===== src/rtl/mem_port_arbiter.sv =====
// ---------------------------------------------------------------------------
// mem_port_arbiter
//
// Shares one single-port unified memory between the instruction-fetch port
// (if_*) and the data-memory port (dm_*). Each access runs IDLE -> ISSUE ->
// WAIT (MEM_LATENCY cycles) -> DONE. The owner's ack pulses in DONE. DM wins
// ties unless IF has already lost MAX_IF_WAIT times in a row.
//
// Ports:
//   clk, rst          clock (rising edge), synchronous active-high reset
//   if_req/if_addr    fetch request and address, held until if_ack
//   if_rdata/if_ack   fetched word (valid with ack), one-cycle completion
//   if_stall          if_req & ~if_ack
//   dm_req/dm_wr/dm_addr/dm_wdata
//                     data request (wr=1 store), held until dm_ack
//   dm_rdata/dm_ack   load data (valid with ack), one-cycle completion
//   dm_stall          dm_req & ~dm_ack
//   mem_en/mem_wr/mem_addr/mem_wdata
//                     memory strobe (ISSUE only) and latched command
//   mem_rdata         memory read data, valid MEM_LATENCY cycles after mem_en
//   busy              arbiter is not idle
// ---------------------------------------------------------------------------
module mem_port_arbiter #(
   parameter int MEM_LATENCY = 2,
   parameter int MAX_IF_WAIT = 3
) (
   input  logic        clk,
   input  logic        rst,
   input  logic        if_req,
   input  logic [31:0] if_addr,
   output logic [31:0] if_rdata,
   output logic        if_ack,
   output logic        if_stall,
   input  logic        dm_req,
   input  logic        dm_wr,
   input  logic [31:0] dm_addr,
   input  logic [31:0] dm_wdata,
   output logic [31:0] dm_rdata,
   output logic        dm_ack,
   output logic        dm_stall,
   output logic        mem_en,
   output logic        mem_wr,
   output logic [31:0] mem_addr,
   output logic [31:0] mem_wdata,
   input  logic [31:0] mem_rdata,
   output logic        busy
);

   localparam int CNT_W = $clog2(MEM_LATENCY + 1);
   localparam int SW    = $clog2(MAX_IF_WAIT + 1);
   localparam logic [CNT_W-1:0] WAIT_LOAD  = CNT_W'(MEM_LATENCY - 1);
   localparam logic [SW-1:0]    STARVE_MAX = SW'(MAX_IF_WAIT);

   typedef enum logic [1:0] {S_IDLE, S_ISSUE, S_WAIT, S_DONE} state_t;

   state_t           state;
   state_t           state_nxt;
   logic             own_dm;
   logic [CNT_W-1:0] wait_cnt;
   logic [SW-1:0]    starve_cnt;
   logic             grant_dm;
   logic             grant_if;

   // Grant decision, only meaningful in IDLE. IF is forced through once it
   // has lost MAX_IF_WAIT consecutive ties.
   // NOTE: every combinational output gets a default first so no path
   // leaves it unassigned, which would otherwise infer a latch.
   always_comb begin
      grant_dm = 1'b0;
      grant_if = 1'b0;
      if (state == S_IDLE) begin
         if (dm_req && !(if_req && starve_cnt == STARVE_MAX))
            grant_dm = 1'b1;
         else if (if_req)
            grant_if = 1'b1;
      end
   end

   // State register.
   // NOTE: sequential state uses non-blocking assignments so every flop
   // samples pre-edge values regardless of process ordering.
   always_ff @(posedge clk) begin
      if (rst)
         state <= S_IDLE;
      else
         state <= state_nxt;
   end

   // Next-state logic.
   always_comb begin
      state_nxt = state;
      case (state)
         S_IDLE:  if (grant_dm || grant_if) state_nxt = S_ISSUE;
         S_ISSUE: state_nxt = S_WAIT;
         S_WAIT:  if (wait_cnt == '0) state_nxt = S_DONE;
         S_DONE:  state_nxt = S_IDLE;
         default: state_nxt = S_IDLE;
      endcase
   end

   // State-decoded outputs.
   always_comb begin
      mem_en = (state == S_ISSUE);
      if_ack = (state == S_DONE) && !own_dm;
      dm_ack = (state == S_DONE) &&  own_dm;
      busy   = (state != S_IDLE);
   end

   assign if_stall = if_req & ~if_ack;
   assign dm_stall = dm_req & ~dm_ack;

   // Owner, command latch, wait counter, starvation counter, read capture.
   // NOTE: the read-data registers are ordinary flops and are cleared on
   // reset so a port never sees stale data from an aborted access.
   always_ff @(posedge clk) begin
      if (rst) begin
         own_dm     <= 1'b0;
         starve_cnt <= '0;
         wait_cnt   <= '0;
         mem_wr     <= 1'b0;
         mem_addr   <= '0;
         mem_wdata  <= '0;
         if_rdata   <= '0;
         dm_rdata   <= '0;
      end else begin
         if (grant_dm) begin
            own_dm    <= 1'b1;
            mem_wr    <= dm_wr;
            mem_addr  <= dm_addr;
            mem_wdata <= dm_wdata;
            // Only a DM win over a waiting IF counts as starvation.
            if (if_req && starve_cnt != STARVE_MAX)
               starve_cnt <= starve_cnt + SW'(1);
         end else if (grant_if) begin
            own_dm     <= 1'b0;
            mem_wr     <= 1'b0;
            mem_addr   <= if_addr;
            mem_wdata  <= '0;
            starve_cnt <= '0;
         end

         if (state == S_ISSUE)
            wait_cnt <= WAIT_LOAD;
         else if (state == S_WAIT && wait_cnt != '0)
            wait_cnt <= wait_cnt - CNT_W'(1);

         // Last WAIT cycle: memory data is valid now. Stores leave dm_rdata.
         if (state == S_WAIT && wait_cnt == '0) begin
            if (!own_dm)
               if_rdata <= mem_rdata;
            else if (!mem_wr)
               dm_rdata <= mem_rdata;
         end
      end
   end

endmodule


===== config.mk =====
export PLATFORM = sky130hd
export DESIGN_NAME = mem_port_arbiter
export DESIGN_NICKNAME = d
export VERILOG_FILES = /design/src/rtl/mem_port_arbiter.sv
export SDC_FILE = /design/constraint.sdc
export NUM_CORES = 1
export LEC_CHECK = 0
export ABC_AREA = 0
export CORE_MARGIN = 2
export CORE_UTILIZATION = 30
export CTS_BUF_LIST = sky130_fd_sc_hd__clkbuf_4 sky130_fd_sc_hd__clkbuf_8 sky130_fd_sc_hd__clkbuf_16
export DETAILED_ROUTE_END_ITERATION = 10
export PLACE_DENSITY = 0.68
export REMOVE_ABC_BUFFERS = 1
export SLEW_MARGIN = 5
export SYNTH_ARGS = -nofsm -noshare
export SYNTH_HDL_FRONTEND = slang
export SYNTH_SLANG_ARGS = --single-unit
export TNS_END_PERCENT = 50

===== constraint.sdc =====
create_clock -name clk -period 2.5 [get_ports clk]
set_input_delay 0.75 -clock clk [delete_from_list [all_inputs] [get_ports clk]]
set_output_delay 0.75 -clock clk [all_outputs]
set_load 0.02 [all_outputs]

## After elaboration in Yosys (flattened, before gate mapping)

Index checks and enable logic that the tools add are counted.

- Add/sub/neg operators: 2
- Eq/ne operators: 8
- Mux-type cells: 20
- Bitwise gates (word level): 6
- Reductions and logical operators: 21

Operator list:

| operator | number |
|---|---|
| 2-to-1 mux 32 bit | 4 |
| 2-to-1 mux 1 bit | 10 |
| 2-to-1 mux 2 bit | 5 |
| one-hot mux 2 bit (4 select lines) | 1 |
| nonzero test 2 bit | 4 |
| logical AND 1 bit | 7 |
| equality test 2 bit (second input constant) | 3 |
| AND reduction 2 bit | 3 |
| logical NOT 2 bit | 2 |
| inequality test 2 x 1 -> 1 bit (second input constant) | 2 |
| inequality test 2 bit (second input constant) | 2 |
| NOT 1 bit | 4 |
| AND reduction 3 bit | 1 |
| adder 2 x 1 -> 2 bit (second input constant) | 1 |
| bitwise AND 1 bit | 2 |
| equality test 2 x 1 -> 1 bit (second input constant) | 1 |
| logical NOT 1 bit | 2 |
| OR reduction 2 bit | 1 |
| subtractor 2 x 1 -> 2 bit (second input constant) | 1 |
| logical OR 1 bit | 1 |

- Flip-flop bits (word level): 136
- Bits of input ports: 133
- Output and inout bits: 135
- Word-level logic and storage cells: 67

## Logic depth before layout (Yosys ltp)

- Word-level depth: 9
- Gate-level depth with buffers: 8
- Depth with buffers taken out: 5

## Worst setup path before layout

OpenSTA, ideal clock, no wires.

- Path type: input port to output port
- Start point: input if_req
- End point: output if_stall
- Data arrival time: 1.208 ns
- Data required time: 1.750 ns
- Slack: 0.542 ns
- Stages on the path: 2
- Buffers on the path: 1
- Path through: buf_4 nor2b_1

- Word-level cells in the longest chain between the ends: 1

Ends and longest elaborated chain:

| what | line | text |
|---|---|---|
| start, declared | 29 | `input logic if_req,` |
| bitwise AND 1 bit | 109 | `assign if_stall = if_req & ~if_ack;` |
| end, declared | 33 | `output logic if_stall,` |

Every way passes these cells.

## Worst setup path after layout

- Start point: input dm_req
- End point: output dm_stall

- Word-level cells in the longest chain between the ends: 1

Ends and longest elaborated chain:

| what | line | text |
|---|---|---|
| start, declared | 34 | `input logic dm_req,` |
| bitwise AND 1 bit | 110 | `assign dm_stall = dm_req & ~dm_ack;` |
| end, declared | 40 | `output logic dm_stall,` |

Every way passes these cells.

==> results.yml <==
power:
  total_power_mw: 7.91
  leakage_nw: 3.03
  internal-power_mw: 5.32
  seqPwrFrac: 0.347
  swShare: 0.328
  switchingPower_mw: 2.59
  combPwrFrac: 0.334
  peakVddDrop_mv: 0.455
  clockPowerShare: 0.320
  powerDensity_nw_per_um2: 924
setup_path:
  cp-start-kind: "primary input"
  regToRegStartpoint: "state[0]"
  r2r_slack_ns: 0.67
  arrival_ns: 1.72
  cp-end-kind: "output pin"
  path_class: "primary input to output pin"
  critPathMaxFanout: 2
  timing.rr.end: "mem_addr[24]"
  reg2regPathDepth: 7
  critPathRequiredTime_ns: 1.75
worst_hold_path:
  whs_endpoint: "dm_rdata[24]"
  hold_class: "flop to flop"
  hp-start: "dm_rdata[24]"
  worstHoldPathCells: 2
timing:
  fin_hold_ws_ns: 0.452
  hold_viol: 0
  tightest_slew_ns: 0.419
  tns_ns: 0
  finalCriticalPeriod_ns: 2.47
  slew_viol_final: 0
  setup_slack_ns: 0.0298
  setup_viol: 0
  fin_crit_sh: 0.988
  fin_skew_ns: 0.00589
  rsz0062_at_grt: "no"
  timing.fmax_ghz: 0.405
  relSlewSlack: 0.720
finish:
  area_delta_synth_final_pct: 69.0
  final_cell_count_no_fill: 1042
  multiInputGateArea_um2: 2100
  nFillCells: 1571
  diodes: 0
  nNetsFinal: 948
  final_area_um2: 8560
  seqCellArea_um2: 2720
  utilization: 0.518
  final_layout_size_suffix_gt1_frac: 0.0645
placement:
  dpl.hpwl_mm: 11.1
  place_area_um2: 7970
  place_ws_ns: -0.265
  dp_cells: 1010
  place.port_buffers: 267
  gp_congestion: 0.712
routing:
  drtPass1Iterations: 4
  wl_per_cell_um: 15.8
  routed_wl_mm: 16.4
  ant_nets: 0
  drt_iter0_markers: 257
  vias: 5003
  viasPerCell: 4.80
  route.detailed.drc: 0
global_routing:
  grt_pass1_wl_mm: 25.6
  grt_max_degree: 85
  antenna_found_initial: 0
  grt_use_total: 0.181
  grt.overflow.total: 0
  grt_pass1_vias: 4898
cts:
  cts_max_level: 4
  numCtsBuffers: 17
  root_buffer: "clkbuf_16"
  worstSkewPairLatency_ns: 0.41
  clock-sinks: 136
  clk_pin_slew_worst_paths_ns: 0.06
  clockBufferDepth: 2
  ctsHoldBuffers: 0
  postCtsSetupBuffers: 0
  cts_tree: "done"
logic_synthesis:
  ys_ff_latch: 136
  yosysSeqAreaShare: 0.537
  synth.distinct_cells: 30
  synth.avg_cell_area_um2: 9.10
  yosys_warnings: 0
  syn-cell-area_um2: 5070
  synth.top_cell.area_share: 0.537
  synth-async-reset-ratio: 0
  ys.flop_type: "dfxtp_1"
  syn_inst: 557
  synth_edf_count: 0
  yosysTopAreaCell: "dfxtp_1"
  synthTopCellsByArea: "dfxtp_1 (54%), nand2_1 (9.8%), a21oi_1 (6.7%)"
  synth.most_common_cell: "dfxtp_1"
  ys_top_cells_by_count: "dfxtp_1 (136), nand2_1 (132), a21oi_1 (68)"
job:
  drv_cap: 0
floorplan:
  start_util: 0.307
  die_area_um2: 17900
  design.core.area_um2: 16500
  fp.dieW_um: 134
  ioPinCount: 268
  dieHeight_um: 134
  num_rows: 47
outcome:
  run_status: "completed"
## repair_timing
item / CTS / global route
setup endpoints to repair: 6 / 2
pin swaps: 0 / 0
resized for setup: 6 / 3
endpoints found under the hold margin: 0 / 0
## worst max-delay path: stages
cell and delay (ns):
clkdlybuf4s50_1 0.52, nor2b_1 0.14, clkdlybuf4s15_1 0.31
## power groups by stage
stage	combinational (mW)	sequential [mW]	clock [mW]
final	2.64	2.74	2.53
after CTS	2.67	2.74	2.60
after floorplan	0.836	3.19	0
after detailed placement	2.68	2.78	0
after global placement	2.67	2.78	0
after global routing	2.83	2.79	2.70
## kinds of logic (layout without fill, tap and decap cells)
kind of cell               count (synthesis)  after routing  share of synthesized area
and+or+nand+nor                          219            219                      0.199
AOI/OAI and AO/OA                        138            138                      0.195
DFF                                      136            136                      0.537
buffers and inverters                     56            321                     0.0509
adders and majority gates                  6              6                     0.0148
xor gates and xnor gates                   1              1                    0.00173
muxes                                      1              1                    0.00198
## how the worst max path moves through the flow
stage,start,endpoint,slack (ns)
after floorplan,if_req,mem_addr[0],0.09
after global placement,if_req,if_stall,-0.29
after detailed placement,if_req,if_stall,-0.26
after CTS,if_req,if_stall,0.01
after global routing,dm_req,dm_stall,0.009
final,dm_req,dm_stall,0.03
## registers in the layout (all words and copies together) (netlist names), 2 cells and up
register,cells
mem_wdata,32
if_rdata,32
wait_cnt,2
dm_rdata,32
starve_cnt,2
state,2
mem_addr,32
## area by class of cell
class,instances,area share
flip-flops and latches,136,0.318
multi-input cells,365,0.245
inverters,6,0.00263
repair buffers,283,0.332
clock inverters,14,0.0190
clock buffers,18,0.0513
well taps,220,0.0322
## routing by layer
layer	routed length, um	share of wire	track usage
met1	7020	0.43	0.214
met2	7760	0.47	0.303
met3	1460	0.089	0.0673
met4	184	0.011	0.0609
met5	0	0	0
## placed cells by master (no fill, tap or decap), drive strengths merged, types with 11 or more instances in the layout
cell type | synthesis | layout
dfxtp | 136 | 136
a21oi | 68 | 68
a221o | 32 | 32
clkdlybuf4s50 | 0 | 260
nand2 | 132 | 132
nor2 | 38 | 38
buf | 16 | 17
inv | 6 | 11
nor3b | 32 | 32
clkbuf | 34 | 19
a32oi | 33 | 33
No activity file was read; power rests on OpenSTA's default activity.
